### src/rtl/instr_mem_loader_ctrl_if.sv
// instr_mem_loader_ctrl_if: receiver byte stream in, instruction-memory byte write bus out
interface instr_mem_loader_ctrl_if;
    logic [7:0] rx_data;
    logic rx_valid;
    logic rx_ready;
    logic instr_wr_en;
    logic [31:0] instr_wr_addr;
    logic [7:0] instr_wr_data;
    modport master (input rx_data, rx_valid, output rx_ready, instr_wr_en, instr_wr_addr, instr_wr_data);
    modport slave (output rx_data, rx_valid, input rx_ready, instr_wr_en, instr_wr_addr, instr_wr_data);
endinterface

### src/rtl/instr_mem_loader_ctrl.sv
// instr_mem_loader_ctrl: boot loader writing a framed byte stream into instruction memory; LOADER_CHECKSUM_EN adds a trailing checksum byte
module instr_mem_loader_ctrl #(
    parameter int INSTR_SIZE = 1024,
    parameter logic [31:0] BASE_ADDR = 32'h0,
    parameter logic [7:0] SYNC_BYTE = 8'hA5
) (
    input logic clk,
    input logic rst_n,
    instr_mem_loader_ctrl_if.master bus,
    input logic reload_req,
    output logic imem_op,
    output logic cpu_hold,
    output logic load_done,
    output logic load_err,
    output logic [15:0] bytes_loaded
);
    localparam logic [2:0] S_SYNC = 3'd0;
    localparam logic [2:0] S_LEN0 = 3'd1;
    localparam logic [2:0] S_LEN1 = 3'd2;
    localparam logic [2:0] S_DATA = 3'd3;
    localparam logic [2:0] S_DONE = 3'd5;
    localparam logic [2:0] S_ERROR = 3'd6;
`ifdef LOADER_CHECKSUM_EN
    localparam logic [2:0] S_CHK = 3'd4;
    localparam logic [2:0] S_END = S_CHK;
`else
    localparam logic [2:0] S_END = S_DONE;
`endif
    localparam logic [31:0] MAX_N = 32'(INSTR_SIZE) * 32'd4;
    logic [2:0] state;
    logic [7:0] len_lo;
    logic [15:0] len;
    logic [15:0] n;
    logic acc;
    logic fin;
`ifdef LOADER_CHECKSUM_EN
    logic [7:0] sum;
`endif
    assign fin = (state == S_DONE) || (state == S_ERROR);
    assign bus.rx_ready = !fin;
    assign acc = bus.rx_valid && bus.rx_ready;
    assign n = {bus.rx_data, len_lo};
    assign imem_op = state == S_DONE;
    assign load_done = state == S_DONE;
    assign cpu_hold = state != S_DONE;
    assign load_err = state == S_ERROR;
    // Frame parser: one byte per handshake, one write strobe per payload byte
    always_ff @(posedge clk) begin
        if (!rst_n) begin
            state <= S_SYNC;
            len_lo <= '0;
            len <= '0;
            bytes_loaded <= '0;
            bus.instr_wr_en <= 1'b0;
            bus.instr_wr_addr <= '0;
            bus.instr_wr_data <= '0;
`ifdef LOADER_CHECKSUM_EN
            sum <= '0;
`endif
        end else begin
            bus.instr_wr_en <= 1'b0;
            case (state)
                S_SYNC: if (acc && bus.rx_data == SYNC_BYTE) state <= S_LEN0;
                S_LEN0: if (acc) begin
                    len_lo <= bus.rx_data;
                    state <= S_LEN1;
                end
                S_LEN1: if (acc) begin
                    len <= n;
                    state <= {16'd0, n} > MAX_N ? S_ERROR : n == 16'd0 ? S_END : S_DATA;
                end
                S_DATA: if (acc) begin
                    bus.instr_wr_en <= 1'b1;
                    bus.instr_wr_addr <= BASE_ADDR + {16'd0, bytes_loaded};
                    bus.instr_wr_data <= bus.rx_data;
                    bytes_loaded <= bytes_loaded + 16'd1;
`ifdef LOADER_CHECKSUM_EN
                    sum <= sum + bus.rx_data;
`endif
                    if (bytes_loaded == len - 16'd1) state <= S_END;
                end
`ifdef LOADER_CHECKSUM_EN
                S_CHK: if (acc) state <= bus.rx_data == sum ? S_DONE : S_ERROR;
`endif
                default: if (reload_req || !fin) begin
                    state <= S_SYNC;
                    bytes_loaded <= '0;
`ifdef LOADER_CHECKSUM_EN
                    sum <= '0;
`endif
                end
            endcase
        end
    end
endmodule
### src/flat_wrapper.sv
// flat-port wrapper written by rule: the top's interface ports become plain ports
module instr_mem_loader_ctrl_flat 
#(
    parameter int INSTR_SIZE = 1024,
    parameter logic [31:0] BASE_ADDR = 32'h0,
    parameter logic [7:0] SYNC_BYTE = 8'hA5
)
  (clk, rst_n, reload_req, imem_op, cpu_hold, load_done, load_err, bytes_loaded, bus_rx_data, bus_rx_valid, bus_rx_ready, bus_instr_wr_en, bus_instr_wr_addr, bus_instr_wr_data);
  instr_mem_loader_ctrl_if bus_i ();
  input logic clk;
  input logic rst_n;
  input logic reload_req;
  output logic imem_op;
  output logic cpu_hold;
  output logic load_done;
  output logic load_err;
  output logic [15:0] bytes_loaded;
  input wire logic [$bits(bus_i.rx_data)-1:0] bus_rx_data;
  input wire logic [$bits(bus_i.rx_valid)-1:0] bus_rx_valid;
  output wire logic [$bits(bus_i.rx_ready)-1:0] bus_rx_ready;
  output wire logic [$bits(bus_i.instr_wr_en)-1:0] bus_instr_wr_en;
  output wire logic [$bits(bus_i.instr_wr_addr)-1:0] bus_instr_wr_addr;
  output wire logic [$bits(bus_i.instr_wr_data)-1:0] bus_instr_wr_data;
  assign bus_i.rx_data = bus_rx_data;
  assign bus_i.rx_valid = bus_rx_valid;
  assign bus_rx_ready = bus_i.rx_ready;
  assign bus_instr_wr_en = bus_i.instr_wr_en;
  assign bus_instr_wr_addr = bus_i.instr_wr_addr;
  assign bus_instr_wr_data = bus_i.instr_wr_data;
  instr_mem_loader_ctrl #(.INSTR_SIZE(INSTR_SIZE), .BASE_ADDR(BASE_ADDR), .SYNC_BYTE(SYNC_BYTE)) u_core (.clk(clk), .rst_n(rst_n), .bus(bus_i), .reload_req(reload_req), .imem_op(imem_op), .cpu_hold(cpu_hold), .load_done(load_done), .load_err(load_err), .bytes_loaded(bytes_loaded));
endmodule
### config.mk
export PLATFORM = sky130hd
export DESIGN_NAME = instr_mem_loader_ctrl_flat
export DESIGN_NICKNAME = d
export VERILOG_FILES = /design/src/rtl/instr_mem_loader_ctrl_if.sv /design/src/rtl/instr_mem_loader_ctrl.sv /design/src/flat_wrapper.sv
export SDC_FILE = /design/constraint.sdc
export NUM_CORES = 1
export LEC_CHECK = 0
export BUFFER_PORTS_ARGS = -buffer_cell sky130_fd_sc_hd__buf_2
export CAP_MARGIN = 25
export CORE_UTILIZATION = 30
export DETAILED_ROUTE_END_ITERATION = 8
export PLACE_DENSITY = 0.51
export SLEW_MARGIN = 20
export SYNTH_ARGS = -nofsm -noshare
export SYNTH_HDL_FRONTEND = slang
export SYNTH_SLANG_ARGS = --single-unit
### constraint.sdc
create_clock -name clk -period 3.5 [get_ports clk]
set_input_delay 0.7 -clock clk [delete_from_list [all_inputs] [get_ports clk]]
set_output_delay 0.7 -clock clk [all_outputs]
set_load 0.03 [all_outputs]
# Word-level counts from Yosys, hierarchy flattened
# Cells that the tools add are included.
# op_classes
n_eq_ne,13
n_reduce_logical,16
magnitude_cmp,1
muxes,13
addsub,2
bitwise_logic,1
# ops
operator,n
2-to-1 mux 16 bit,2
case mux 16 bit (2 select lines),1
2-to-1 mux 3 bit,8
"adder 16 x 1 -> 16 bit, second input constant",1
== test 16 bit,1
"> comparator 16 x 13 -> 1 bit, second input constant",1
zero test 16 bit,1
"subtractor 16 x 1 -> 16 bit, second input constant",1
case mux 3 bit (4 select lines),1
"inequality test 2 x 1 -> 1 bit, second input constant",5
"== test 8 bit, second input constant",1
AND reduction 2 bit,4
"== test 3 x 2 -> 1 bit, second input constant",2
"== test 3 bit, second input constant",2
AND reduction 6 bit,1
nonzero test 5 bit,1
"== test 3 x 1 -> 1 bit, second input constant",1
zero test 3 bit,1
"inequality test 3 bit, second input constant",1
AND reduction 3 bit,1
OR reduction 3 bit,1
logical AND 1 bit,2
logical OR 1 bit,2
nonzero test 2 bit,1
other kinds (3),3
# word_totals
ff_bits,68
wordCells,53
inputBits,12
output_inout_bits,62

# Depth between registers and ports, before layout
# Gate-level depths: netlist of run 1.
# depth
word_depth,7
depth_mapped,9
mapped_depth_nobuf,9

# Least setup slack after synthesis of run 1
# OpenSTA, ideal clock, no wires.
# synth_path
kind,register -> output
startpoint,reg u_core.state[0]
endpoint,out bus_rx_ready
path_stages_with_launch,6
path_buffers,1
t_arrival_ns,1.568
required_time_ns,2.800
setup_slack_ns,1.232
cell_sequence,dfxtp_1 -> buf_2 -> nor2b_1 -> nand2_1 -> inv_1 -> nor2_1
# synth_between
elab_chain_cells,3
word_cells_on_any_way,4
classes_between,eq/ne (2); reduce/logical (2)
# synth_rtl
item,line,source
start: declaration,instr_mem_loader_ctrl.sv:30,logic [2:0] state;
start signal: assignment,instr_mem_loader_ctrl.sv:70,"state <= {16'd0, n} > MAX_N ? S_ERROR : n == 16'd0 ? S_END : S_DATA;"
== test 3 bit,--,
named net imem_op,flat_wrapper.sv:13,output logic imem_op;
logical OR 1 bit,instr_mem_loader_ctrl.sv:39,assign fin = (state == S_DONE) || (state == S_ERROR);
zero test 1 bit,instr_mem_loader_ctrl.sv:40,assign bus.rx_ready = !fin;
end: declaration,flat_wrapper.sv:20,output wire logic [$bits(bus_i.rx_ready)-1:0] bus_rx_ready;
# The timed path passes the listed nets, and every way through them passes these cells.

# Final worst setup path of run 1
# layout_path
startpoint,reg u_core.len[0]
endpoint,reg u_core.state[0]
# layout_between
elab_chain_cells,4
# layout_rtl
item,line,source
start: declaration,instr_mem_loader_ctrl.sv:32,logic [15:0] len;
start signal: assignment,instr_mem_loader_ctrl.sv:69,len <= n;
subtractor 16 x 1 -> 16 bit,instr_mem_loader_ctrl.sv:80,if (bytes_loaded == len - 16'd1) state <= S_END;
== test 16 bit,instr_mem_loader_ctrl.sv:80,
inequality test 2 x 1 -> 1 bit (no line),--,
AND reduction 6 bit (no line),--,
# No other way between the ends.
# A chain may end at the register's enable or synchronous reset.

==> metrics.cfg, run 1 <==
[grt]
grt_max_degree=32
grt_pass1_wl_um=13870
grt_pass1_vias=2744
antenna_found_initial=0
grtUsageTotal=0.1532
grt_overflow=0

[clock_tree]
cts_buffer_depth=2
cts_hold_buf=0
post_cts_buffers=0
tritoncts=done
root_buffer=clkbuf_16
cts.sinks=68
clkLatencyLatePin_ns=0.33
cts_resized=0
cts_inserted_buffers=9
htree_levels=3
clk_pin_slew_ns=0.06

[timing]
clock.fmax_ghz=0.4056
setup_viol=0
fin_skew_ns=0.006378
whs_ns=0.4574
hold_viol=0
rsz0062_at_grt=no
period_needed_ns=2.465
setup-tns-final_ns=0
fin_crit_sh=0.7044
tightest_slew_ns=0.6330
max-slew-margin-rel=0.5768
slew_violations=0

[worst_setup_path]
critPathMaxStageDelay_ns=0.56
cp.required_ns=3.76
worstSetupStartpointType=register
crit_chain=inv_1 -> ha_1 -> xnor2_1 -> a21o_1 -> o21ai_0 -> nand4_1 -> or4_4 -> o31ai_4 -> mux2i_1
cp.depth=9
critical_path_class=register to register
reg2reg_slack_ns=1.03
arrival_ns=2.72
rr_endpoint=u_core.state[0]$_SDFFE_PN0P_
r2r_cells=9
end_kind=register
cp.buffers_inverters=1
critical_path.top_delay_family=simple AND/OR/NAND/NOR gates
critPathSlowestCell=or4_4
rr_startpoint=u_core.len[0]$_SDFFE_PN0P_
critPathMaxFanout=6

[run]
cap_violations=0

[synthesis]
synth_top_family_by_area=simple AND/OR/NAND/NOR gates
synth-main-ff-cell=dfxtp_1
syn_area_sq_um=3456
yosysWarnings=0
synth_compound_area_frac=0.1716
synth_area_per_cell_sq_um=8.018
yosysTopAreaCellShare=0.3939
ys_ff_latch=68
ys_types=48
netlist_instances=431
async_reset_ff_frac=0
yosysSeqAreaShare=0.3939
synth_top_cell_by_area=dfxtp_1
synth-xor-area-share=0.07857
synth_edf_count=0
ys_top_cells_by_area=dfxtp_1, nand2_1, a21boi_0, xor2_1, buf_4
synthMuxAreaShare=0.01159
yosys.area_share.simple=0.2686
synth-adder-area-share=0.007241

[final_layout]
finalNonFillerCells=622
layout-drive-gt1-share=0.1722
area_growth_pct=17.96
diodes=0
fin_util=0.3696
final_common_cell=nand2_1
nets=491
final_cell_area_sq_um=4076
mostFrequentLayoutCells=nand2_1, dfxtp_1, buf_2

[pwr]
intPower_w=0.001336
power.switching_w=0.0003861
peakVddDrop_uv=272.6
power.clock.fraction=0.515
leakage_nw=1.631
pwr-share-comb=0.036
powerDensity_nw_per_um2=422.6
p_seq_frac=0.450
swShare=0.2242

[die]
rows=38
design.core.area_sq_um=11030
io_pins=74
dieArea_sq_um=11950
die_y_um=109.3
initial_core_util=0.3133
die_w_um=109.3

[routing]
dr.pass1.iters=4
ant_nets=0
drt_iter0_drc=122
totalWireLength_um=8367
vias=2955
drc=0
wl_per_cell_um=13.45
vias_per_cell=4.751

[place]
dp.cells=606
dpl.hpwl_um=6124
post_dp_cell_area_sq_um=3784
place.gp.congestion=0.8083
numPortBuffers=57

[worst_hold_path]
min_from=u_core.bus.instr_wr_addr[2]$_SDFFE_PN0P_
min_to=u_core.bus.instr_wr_addr[2]$_SDFFE_PN0P_
hold_depth=2
hold_path_class=register to register

[outcome]
status=complete, no violations

## cell usage after synthesis, drive strengths merged (2+ instances only)
library cell  number
mux2i              4
and4               3
a31oi              3
a21boi            48
nand2            119
o31ai              2
or3                4
nor3               7
o21ai             12
nand4              7
nor4               6
clkbuf            21
xnor2             14
a21oi              5
xor2              17
dfxtp             68
buf               20
nor2b              7
and2               7
and3               3
nor2              23
nand3              3
nand4b             2
and4b              2
inv                3
ha                 2
o21bai             2
## worst register-to-register path: stages, from the launching register on
cell	delay (ns)
dfxtp_1	0.41
inv_1	0.08
ha_1	0.28
xnor2_1	0.15
a21o_1	0.18
o21ai_0	0.14
nand4_1	0.12
or4_4	0.56
o31ai_4	0.25
mux2i_1	0.22
## routing by layer
layer  track usage  routed length (um)  vias up  part of all wire
met4       0.05143                  77        0            0.0092
met3       0.03912                 327        8             0.039
met2        0.2547                3916       60              0.47
met5             0                   0        -                 0
li1              -                   -     1509                 -
met1        0.1923                4045     1378              0.48
## sequential cells by signal, summed over array words and instances, names as in the netlist
name	cells
u_core.bus.instr_wr_en	1
u_core.bus.instr_wr_addr	16
u_core.bus.instr_wr_data	8
u_core.state	3
u_core.len_lo	8
u_core.len	16
u_core.bytes_loaded	16
## power groups by stage
stage          logic (W)  registers (W)  clock network, W
3_3_place_gp   0.0000619       0.000791                 0
2_1_floorplan  0.0000568       0.000791                 0
3_5_place_dp   0.0000621       0.000791                 0
6_report       0.0000617       0.000774          0.000886
4_1_cts        0.0000622       0.000774          0.000918
5_1_grt        0.0000681       0.000774          0.000949
## cell type report
| class | instances | area (sq um) |
|---|---|---|
| flip-flops and latches | 68 | 1361 |
| fillers | 1164 | 6954 |
| well taps | 140 | 175.2 |
| inverters | 3 | 11.26 |
| repair buffers | 61 | 315.3 |
| multi-input cells | 334 | 1921 |
| clock inverters | 7 | 67.56 |
| clock buffers | 9 | 225.2 |
## worst max path at each step
stage,from,end
2_1_floorplan,u_core.state[0]$_SDFFE_PN0P_,bus_rx_ready
3_3_place_gp,bus_rx_valid,u_core.state[0]$_SDFFE_PN0P_
3_5_place_dp,bus_rx_valid,u_core.state[0]$_SDFFE_PN0P_
4_1_cts,u_core.len[0]$_SDFFE_PN0P_,u_core.state[0]$_SDFFE_PN0P_
5_1_grt,u_core.len[0]$_SDFFE_PN0P_,u_core.state[0]$_SDFFE_PN0P_
6_report,u_core.len[0]$_SDFFE_PN0P_,u_core.state[0]$_SDFFE_PN0P_
## cells by family (layout without fill, tap and decap cells)
kind of cell | after synthesis | count (layout)
multiplexers | 4 | 4
flip-flops | 68 | 68
other | 1 | 16
AND/OR/NAND/NOR | 199 | 199
AO/OA/AOI/OAI | 82 | 82
adder cells (fa/ha/maj) | 2 | 2
XOR/XNOR | 31 | 31
buffers and inverters | 44 | 80
## metrics by stage
step	setup WS [ns]	power, W
after CTS	1.016	0.001754
after floorplan	1.232	0.0008480
after detailed placement	0.9749	0.0008534
final	1.035	0.001722
after global placement	1.050	0.0008532
after global routing	0.8388	0.001791
No activity file was read; power rests on OpenSTA's default activity.
==> run 2, diff against run 1 <==
Clock period 3.5 ns to 2.5 ns, I/O delays scaled along.
==> run 2 against run 1 <==
Effect of this change:
- clock power grew 67%
- total power grew 54%
- critical endpoint unchanged
- register-to-register slack lost 0.88 ns
- combinational power grew 43%
- wire length grew 3.4%
- sequential share of layout area shrank 1.1 points
- largest cell class unchanged
- critical path depth is the same
- clock skew is essentially flat
- via count grew 1.8%
- die area is the same
- worst setup slack lost 0.88 ns
==> metrics.cfg, run 2 (same netlist as run 1, synthesis figures left out) <==
[outcome]
status=complete, no violations

[die]
rows=38  ; unchanged
io_pins=74  ; unchanged
die_w_um=109.3  ; unchanged
die_y_um=109.3  ; unchanged
design.core.area_sq_um=11030  ; unchanged
dieArea_sq_um=11950  ; unchanged
initial_core_util=0.3133  ; unchanged

[grt]
grtUsageTotal=0.1562  ; +0.003014
grt_max_degree=37  ; +16%
antenna_found_initial=0  ; unchanged
grt_pass1_wl_um=14300  ; +3.1%
grt_pass1_vias=2777  ; +1.2%
grt_overflow=0  ; unchanged

[final_layout]
final_cell_area_sq_um=4233  ; +3.8%
final_common_cell=nand2_1
diodes=0  ; unchanged
area_growth_pct=22.48
reg_top3=u_core.bus.instr_wr_addr (16), u_core.bytes_loaded (16), u_core.len (16)
mostFrequentLayoutCells=nand2_1, dfxtp_1, buf_2
nets=501  ; +2.0%
fin_util=0.3837  ; +0.01418
layout-drive-gt1-share=0.1992  ; +0.02699

[worst_setup_path]
arrival_ns=2.61  ; -0.11 ns
crit_chain=inv_1 -> ha_2 -> nor4b_2 -> nand2_1 -> xnor2_1 -> a32oi_1 -> or4_4 -> o31ai_4 -> mux2i_1
critPathSlowestCell=or4_4
worstSetupStartpointType=register
critPathMaxStageDelay_ns=0.55  ; about the same
critical_path_class=register to register
critPathMaxFanout=6  ; unchanged
end_kind=register
cp.required_ns=2.76  ; -1.00 ns

[pwr]
peakVddDrop_uv=385.7  ; +41%
intPower_w=0.002086  ; +56%
leakage_nw=1.720  ; +5.4%
pwr-share-comb=0.033  ; -0.003
power.clock.fraction=0.558  ; +0.043
powerDensity_nw_per_um2=625.9  ; +48%
p_seq_frac=0.409  ; -0.041
power.switching_w=0.0005635  ; +46%
swShare=0.2127  ; -0.01147

[routing]
drc=0  ; unchanged
totalWireLength_um=8649  ; +3.4%
vias_per_cell=4.759  ; +0.18%
drt_iter0_drc=110  ; -9.8%
ant_nets=0  ; unchanged
vias=3008  ; +1.8%
dr.pass1.iters=4  ; unchanged
wl_per_cell_um=13.69  ; +1.7%

[clock_tree]
cts_hold_buf=0  ; unchanged
tritoncts=done
clk_pin_slew_ns=0.06  ; about the same
htree_levels=3  ; unchanged
cts.sinks=68  ; unchanged
root_buffer=clkbuf_16
cts_buffer_depth=2  ; unchanged
cts_inserted_buffers=9  ; unchanged
clkLatencyLatePin_ns=0.34  ; about the same

[timing]
fin_skew_ns=0.006089  ; -0.0002890 ns
clock.fmax_ghz=0.4261  ; +5.1%
hold_viol=0  ; unchanged
tightest_slew_ns=0.5606  ; -0.07235 ns
max-slew-margin-rel=0.6253  ; +0.04851
rsz0062_at_grt=no
setup-tns-final_ns=0  ; unchanged
slew_violations=0  ; unchanged
period_needed_ns=2.347  ; -0.1186 ns
fin_crit_sh=0.9387  ; +0.2343
setup_viol=0  ; unchanged
whs_ns=0.4596  ; +0.002158 ns

[place]
place.gp.congestion=0.8069  ; -0.17%
post_dp_cell_area_sq_um=3859  ; +2.0%
numPortBuffers=57  ; unchanged
dpl.hpwl_um=6314  ; +3.1%

[worst_hold_path]
hold_path_class=primary input to register

[run]
cap_violations=0  ; unchanged

==> run 2: cell count changes in the layout (fill, tap and decap cells not counted), moves of 2 or more <==
cell and change:
buf_4 +10, clkinv_2 -3, bufinv_16 +2, clkinv_4 +2, clkinvlp_4 -2, dfxtp_1 -2
==> run 2: cell type report <==
cell class                      instances  area (sq um)
Fill cell                            1147          6798
Multi-Input combinational cell        334          1941
Sequential cell                        68          1366
Timing Repair Buffer                   71         390.4
Clock buffer                            9         225.2
Tap cell                              140         175.2
Clock inverter                          7         123.9
Inverter                                3         11.26
==> run 2: what timing repair did <==
item                                    CTS  global route
endpoints found under the setup margin    0             3
gates resized for setup                   0             8
buffers inserted                          0             0
==> run 2: per-layer routing <==
metal | wire length (um) | track usage | up-vias
li1 | - | - | 1533
met1 | 4237 | 0.2045 | 1398
met2 | 3997 | 0.2498 | 68
met3 | 325 | 0.03438 | 9
met4 | 89 | 0.06000 | 0
met5 | 0 | 0 | -
==> run 2: power by group through the flow <==
stage          clock network, W  registers, W   logic, W
4_1_cts                 0.00152       0.00108  0.0000885
6_report                0.00148       0.00108  0.0000884
2_1_floorplan                 0       0.00111  0.0000796
5_1_grt                 0.00157       0.00108  0.0000962
3_5_place_dp                  0       0.00111  0.0000884
3_3_place_gp                  0       0.00111  0.0000878
==> run 2: path summary, 6_finish.rpt <==
kind	from	end	slack, ns	cells after the start
min	bus_rx_data[1]	u_core.bus.instr_wr_data[1]$_SDFFE_PN0P_	0.46	3
max	u_core.len[0]$_SDFFE_PN0P_	u_core.state[0]$_SDFFE_PN0P_	0.15	9
max reg2reg	u_core.len[0]$_SDFFE_PN0P_	u_core.state[0]$_SDFFE_PN0P_	0.15	9
min reg2reg	u_core.bus.instr_wr_addr[3]$_SDFFE_PN0P_	u_core.bus.instr_wr_addr[3]$_SDFFE_PN0P_	0.46	2
==> run 2: per-stage QoR <==
stage / total power [W] / setup WS (ns) / cells
floorplan: 0.001187 / 0.2764 / 446
global placement: 0.001195 / 0.1578 / 616
detailed placement: 0.001196 / 0.08180 / 616
CTS: 0.002689 / 0.05139 / 632
global route: 0.002743 / 0.0002702 / 632
finish: 0.002649 / 0.1533 / 632
==> run 2: worst max-delay path: cells and delay by family (launching register included) <==
| family | cells | cell delay (ns) |
|---|---|---|
| and+or+nand+nor | 3 | 0.87 |
| AOI/OAI and AO/OA | 2 | 0.39 |
| DFF | 1 | 0.36 |
| adders and majority gates | 1 | 0.23 |
| muxes | 1 | 0.21 |
| xor gates and xnor gates | 1 | 0.16 |
| buffers and inverters | 1 | 0.07 |
